## src/rtl/sine_wave_analyzer.sv

```systemverilog
// Measures period, peaks and amplitude of an offset-binary sine stream.
// Uses hysteresis-qualified rising midline crossings and flags lock on matching periods.
module sine_wave_analyzer #(
    parameter int DW    = 16,
    parameter int MID   = 1000,
    parameter int HYST  = 50,
    parameter int CNT_W = 12,
    parameter int TOL   = 1
) (
    input  logic             clk,
    input  logic             rst_n,
    input  logic             clr,
    input  logic             in_valid,
    input  logic [DW-1:0]    in_sample,
    output logic             out_valid,
    output logic [CNT_W-1:0] period,
    output logic [DW-1:0]    peak_max,
    output logic [DW-1:0]    peak_min,
    output logic [DW-1:0]    amplitude,
    output logic             locked,
    output logic             timeout
);

    localparam logic [DW-1:0]    MID_V = DW'(MID);
    localparam logic [DW-1:0]    ARM_V = DW'(MID - HYST);
    localparam logic [CNT_W:0]   TOL_V = (CNT_W+1)'(TOL);

    typedef enum logic [1:0] {IDLE, ARM, HIGH, LOW} state_t;

    state_t             state_reg, state_next;
    logic [CNT_W-1:0]   cnt_reg;
    logic [DW-1:0]      run_max_reg, run_min_reg;
    logic [CNT_W-1:0]   prev_period_reg;
    logic               have_prev_reg;
    logic               out_valid_reg, timeout_reg, locked_reg;
    logic [CNT_W-1:0]   period_reg;
    logic [DW-1:0]      peak_max_reg, peak_min_reg, amplitude_reg;

    logic               accept, sample_high, sample_low, cnt_full;
    logic               cross_first, cross_meas, to_hit, count_en;
    logic [DW:0]        span;
    logic [DW-1:0]      amplitude_next;
    logic [CNT_W:0]     pdiff, pdiff_abs;
    logic               period_match;

    // clr wins over a simultaneous sample, which is then discarded
    assign accept      = in_valid && !clr;
    assign sample_high = (in_sample >= MID_V);
    assign sample_low  = (in_sample < ARM_V);
    assign cnt_full    = (cnt_reg == {CNT_W{1'b1}});

    assign span           = {1'b0, run_max_reg} - {1'b0, run_min_reg};
    assign amplitude_next = DW'(span >> 1);

    assign pdiff        = {1'b0, cnt_reg} - {1'b0, prev_period_reg};
    assign pdiff_abs    = pdiff[CNT_W] ? (~pdiff + 1'b1) : pdiff;
    assign period_match = have_prev_reg && (pdiff_abs <= TOL_V);

    // State register
    always_ff @(posedge clk or negedge rst_n) begin
        if (!rst_n) begin
            state_reg <= IDLE;
        end else begin
            state_reg <= state_next;
        end
    end

    // Event decode for the accepted sample
    always_comb begin
        cross_first = 1'b0;
        cross_meas  = 1'b0;
        to_hit      = 1'b0;
        count_en    = 1'b0;
        if (accept) begin
            unique case (state_reg)
                ARM: begin
                    if (sample_high)   cross_first = 1'b1;
                    else if (cnt_full) to_hit      = 1'b1;
                end
                HIGH: begin
                    if (cnt_full) to_hit   = 1'b1;
                    else          count_en = 1'b1;
                end
                LOW: begin
                    if (sample_high)   cross_meas = 1'b1;
                    else if (cnt_full) to_hit     = 1'b1;
                    else               count_en   = 1'b1;
                end
                default: ;
            endcase
        end
    end

    // Next-state logic
    always_comb begin
        state_next = state_reg;
        if (clr || to_hit) begin
            state_next = IDLE;
        end else if (cross_first || cross_meas) begin
            state_next = HIGH;
        end else if (accept) begin
            unique case (state_reg)
                IDLE:    if (sample_low) state_next = ARM;
                HIGH:    if (sample_low) state_next = LOW;
                default: ;
            endcase
        end
    end

    // Measurement datapath and registered outputs
    always_ff @(posedge clk or negedge rst_n) begin
        if (!rst_n) begin
            cnt_reg         <= '0;
            run_max_reg     <= '0;
            run_min_reg     <= '0;
            prev_period_reg <= '0;
            have_prev_reg   <= 1'b0;
            out_valid_reg   <= 1'b0;
            timeout_reg     <= 1'b0;
            locked_reg      <= 1'b0;
            period_reg      <= '0;
            peak_max_reg    <= '0;
            peak_min_reg    <= '0;
            amplitude_reg   <= '0;
        end else if (clr) begin
            cnt_reg         <= '0;
            run_max_reg     <= '0;
            run_min_reg     <= '0;
            prev_period_reg <= '0;
            have_prev_reg   <= 1'b0;
            out_valid_reg   <= 1'b0;
            timeout_reg     <= 1'b0;
            locked_reg      <= 1'b0;
        end else begin
            out_valid_reg <= cross_meas;
            timeout_reg   <= to_hit;

            // The crossing sample opens the new period
            if (cross_first || cross_meas) begin
                cnt_reg     <= CNT_W'(1);
                run_max_reg <= in_sample;
                run_min_reg <= in_sample;
            end else if (count_en) begin
                cnt_reg <= cnt_reg + 1'b1;
                if (in_sample > run_max_reg) run_max_reg <= in_sample;
                if (in_sample < run_min_reg) run_min_reg <= in_sample;
            end else if (to_hit) begin
                cnt_reg <= '0;
            end

            if (cross_meas) begin
                period_reg      <= cnt_reg;
                peak_max_reg    <= run_max_reg;
                peak_min_reg    <= run_min_reg;
                amplitude_reg   <= amplitude_next;
                locked_reg      <= period_match;
                prev_period_reg <= cnt_reg;
                have_prev_reg   <= 1'b1;
            end

            if (to_hit) begin
                locked_reg    <= 1'b0;
                have_prev_reg <= 1'b0;
            end
        end
    end

    assign out_valid = out_valid_reg;
    assign timeout   = timeout_reg;
    assign locked    = locked_reg;
    assign period    = period_reg;
    assign peak_max  = peak_max_reg;
    assign peak_min  = peak_min_reg;
    assign amplitude = amplitude_reg;

endmodule

```

## config.mk

```make
export PLATFORM = sky130hd
export DESIGN_NAME = sine_wave_analyzer
export DESIGN_NICKNAME = d
export VERILOG_FILES = /design/src/rtl/sine_wave_analyzer.sv
export SDC_FILE = /design/constraint.sdc
export NUM_CORES = 1
export LEC_CHECK = 0
export CELL_PAD_IN_SITES_DETAIL_PLACEMENT = 0
export CELL_PAD_IN_SITES_GLOBAL_PLACEMENT = 1
export CORE_UTILIZATION = 45
export CTS_CLUSTER_DIAMETER = 30
export CTS_CLUSTER_SIZE = 12
export DETAILED_ROUTE_END_ITERATION = 10
export PLACE_DENSITY = 0.94
export RECOVER_POWER = 100
export SLEW_MARGIN = 20
export SYNTH_ARGS = -nofsm -noshare
export SYNTH_HDL_FRONTEND = slang
export SYNTH_SLANG_ARGS = --single-unit
```

## constraint.sdc

```tcl
create_clock -name clk -period 6.12 [get_ports clk]
set_clock_uncertainty 0.1 [all_clocks]
set_input_delay 0.612 -clock clk [delete_from_list [all_inputs] [get_ports clk]]
set_output_delay 0.612 -clock clk [all_outputs]
set_load 0.03 [all_outputs]
```

==> impl_metrics.yaml <==
worst_setup_path:
  crit_path_start_kind: "input port"
  rrSetupSlack_ns: 2.46
  path_class: "input port to register"
  cp_max_fo: 16
  arrival_ns: 4.38
  critPathRequiredTime_ns: 6.30
  end_kind: "register"
final_layout:
  n_antenna_cell: 0
  fin_area_mm2: 0.00858
  finalNetCount: 918
  area_growth_pct: 21.4
  instances_no_fill: 1060
  drive_gt1_frac: 0.0577
routing:
  drtAntennaViolNets: 0
  via_per_inst: 5.28
  vias: 5592
  wl_per_cell_um: 15.3
  routed_wl_mm: 16.2
  drt_first_pass_iters: 5
  first_iter_violations: 349
  drc: 0
run_status:
  violations: "max-capacitance violations, max-slew violations"
  status: "complete, but fails checks"
logic_synthesis:
  synth_cell_types: 73
  synthesis.area_mm2: 0.00707
  synthMostInstantiatedCell: "nand2_1"
  syn-num-nets: 837
  synth_fa_ha_area_frac: 0.112
  ys_dominant_reg_cell: "dfrtp_1"
  syn_avg_cell_area_um2: 9.36
  ys_seq_elements: 122
  synth_compound_area_frac: 0.149
  synth_edf_count: 0
  synth-seq-area-share: 0.432
  muxShareOfSynthArea: 0.0487
  async_flop_share: 1.00
  synth_top_area_cell: "dfrtp_1"
  synth_top_family_by_area: "simple AND/OR/NAND/NOR gates"
  yosys.area_share.simple: 0.180
  synth.area.top_cells: "dfrtp_1 43%, ha_1 11%, nand2_1 7.1%, mux2i_1 4.4%, o21ai_0 3.9%"
  yosys-top-cells-count: "133 x nand2_1, 122 x dfrtp_1, 60 x ha_1, 55 x inv_1, 55 x o21ai_0"
  synth_xor_area_frac: 0.0306
  ys_warn_count: 0
  yosys.area.top_type_share: 0.432
  syn_inst: 755
place:
  io_buffers: 82
  place_area_mm2: 0.00805
  dp_hpwl_mm: 11.7
  gp_congestion: 0.892
  dp_cells: 1028
power_and_ir_drop:
  p_sw_frac: 0.251
  clockPowerShare: 0.479
  power_frac_comb: 0.108
  p_total_mw: 2.00
  sequentialPowerShare: 0.413
  power_density_mw_per_mm2: 233
  p_switching_uw: 500
  p_leak_nw: 4.14
  internal_power_mw: 1.50
  max-vdd-ir-drop_mv: 0.197
die:
  initial_core_util: 0.463
  io_pins: 83
  num_rows: 45
  die_y_um: 127
  die_width_um: 127
  dieArea_mm2: 0.0162
  placeableCoreArea_mm2: 0.0153
clock_network:
  cts_resized: 0
  clk-insertion-delay-late_ns: 0.42
  numCtsBuffers: 17
  clk_pin_slew_ns: 0.05
  htree_levels: 4
  clock-sinks: 122
  postCtsHoldBufs: 0
  cts_tree: "yes"
  cts.path.max_buffers: 2
  clockRootBuffer: "clkbuf_16"
  postCtsSetupBuffers: 0
timing:
  rsz0062_at_grt: "no"
  worstMarginPinSlew_ns: 3.50
  hold_viol: 0
  whs_ns: 0.365
  drv_slew: 176
  slew_headroom: -1.33
  final.period_utilization: 0.686
  period_needed_ns: 4.20
  max_freq_mhz: 238
  report.final.setup_viol: 0
  tns_ns: 0
grt:
  grt_antenna_before_repair: 0
  grt_pass1_wl_mm: 26.9
  grt_max_degree: 109
  grtUsageTotal: 0.213
  grt-ovfl-total: 0
  grt_pass1_vias: 5213
flow_run:
  max_cap_viol_count: 2
worst_hold_path:
  hold_path_class: "register to register"
[cells in the final DEF (no fill, tap or decap), types with 9 or more instances in the layout]
master | synthesis | final
o21ai_1 | 21 | 11
nand3_1 | 13 | 13
nor3_1 | 12 | 12
dfrtp_1 | 122 | 122
xnor2_1 | 9 | 9
nand2_1 | 133 | 133
inv_1 | 55 | 56
nor2_1 | 42 | 42
xor2_1 | 12 | 12
a21o_1 | 17 | 17
o21ai_0 | 55 | 65
mux2i_1 | 31 | 31
clkbuf_16 | 0 | 17
nand2b_1 | 17 | 17
nand4_1 | 9 | 9
clkdlybuf4s50_1 | 0 | 16
dlygate4sd3_1 | 0 | 65
a21oi_1 | 25 | 26
ha_1 | 60 | 60
[critical path: stages]
cell and delay [ns]:
dlygate4sd3_1 0.64, nor4_1 0.49, o211ai_1 0.20, and2_0 0.22, nand4b_1 0.58, inv_1 0.50
a21oi_1 0.17, a21oi_4 0.62, mux2i_1 0.28, nor2_1 0.06
[power groups by stage]
stage | Combinational [mW] | Sequential (mW) | Clock (mW)
2_1_floorplan | 0.143 | 0.837 | 0
3_3_place_gp | 0.211 | 0.838 | 0
3_5_place_dp | 0.215 | 0.838 | 0
5_1_grt | 0.243 | 0.825 | 1.00
4_1_cts | 0.217 | 0.824 | 0.968
6_report | 0.215 | 0.824 | 0.956
[cell families after synthesis]
family,count (synthesis)
fa+ha+maj,62
flops,122
compound gates,164
xor+xnor,23
buf+inv,81
mux,34
simple gates,269
[stage by stage]
stage	util	worst slack, ns
2_1_floorplan	-	3.30
6_report	0.562	1.92
3_3_place_gp	0.528	2.21
3_5_place_dp	0.528	2.18
5_1_grt	0.562	1.65
4_1_cts	0.565	2.59
[path summary, 6_finish.rpt]
| path | start | to | cells past startpoint |
|---|---|---|---|
| max | in_sample[12] | run_min_reg[6] | 10 |
| max reg2reg | cnt_reg[1] | run_min_reg[6] | 10 |
| min | period[3] | period[3] | 2 |
| min reg2reg | period[3] | period[3] | 2 |
| max in group asynchronous | rst_n | run_min_reg[1] | 2 |
| min in group asynchronous | rst_n | amplitude[12] | 1 |
[cell type report]
cell class              instances  area (um^2)
clock buffers                  22          474
clock inverters                10         93.8
fillers                      1371         6680
inverters                      57          215
multi-input cells             552         3640
flip-flops and latches        122         3050
well taps                     211          264
repair buffers                 86          838
[metal layers]
layer,routed length [um],share of wire,track usage,up-vias
met1,8170,0.50,0.316,2651
met4,370,0.023,0.0756,0
met5,0,0,0,-
met3,659,0.041,0.0385,28
met2,7010,0.43,0.312,133
li1,-,-,-,2780
(Power assumes the default switching activity.)
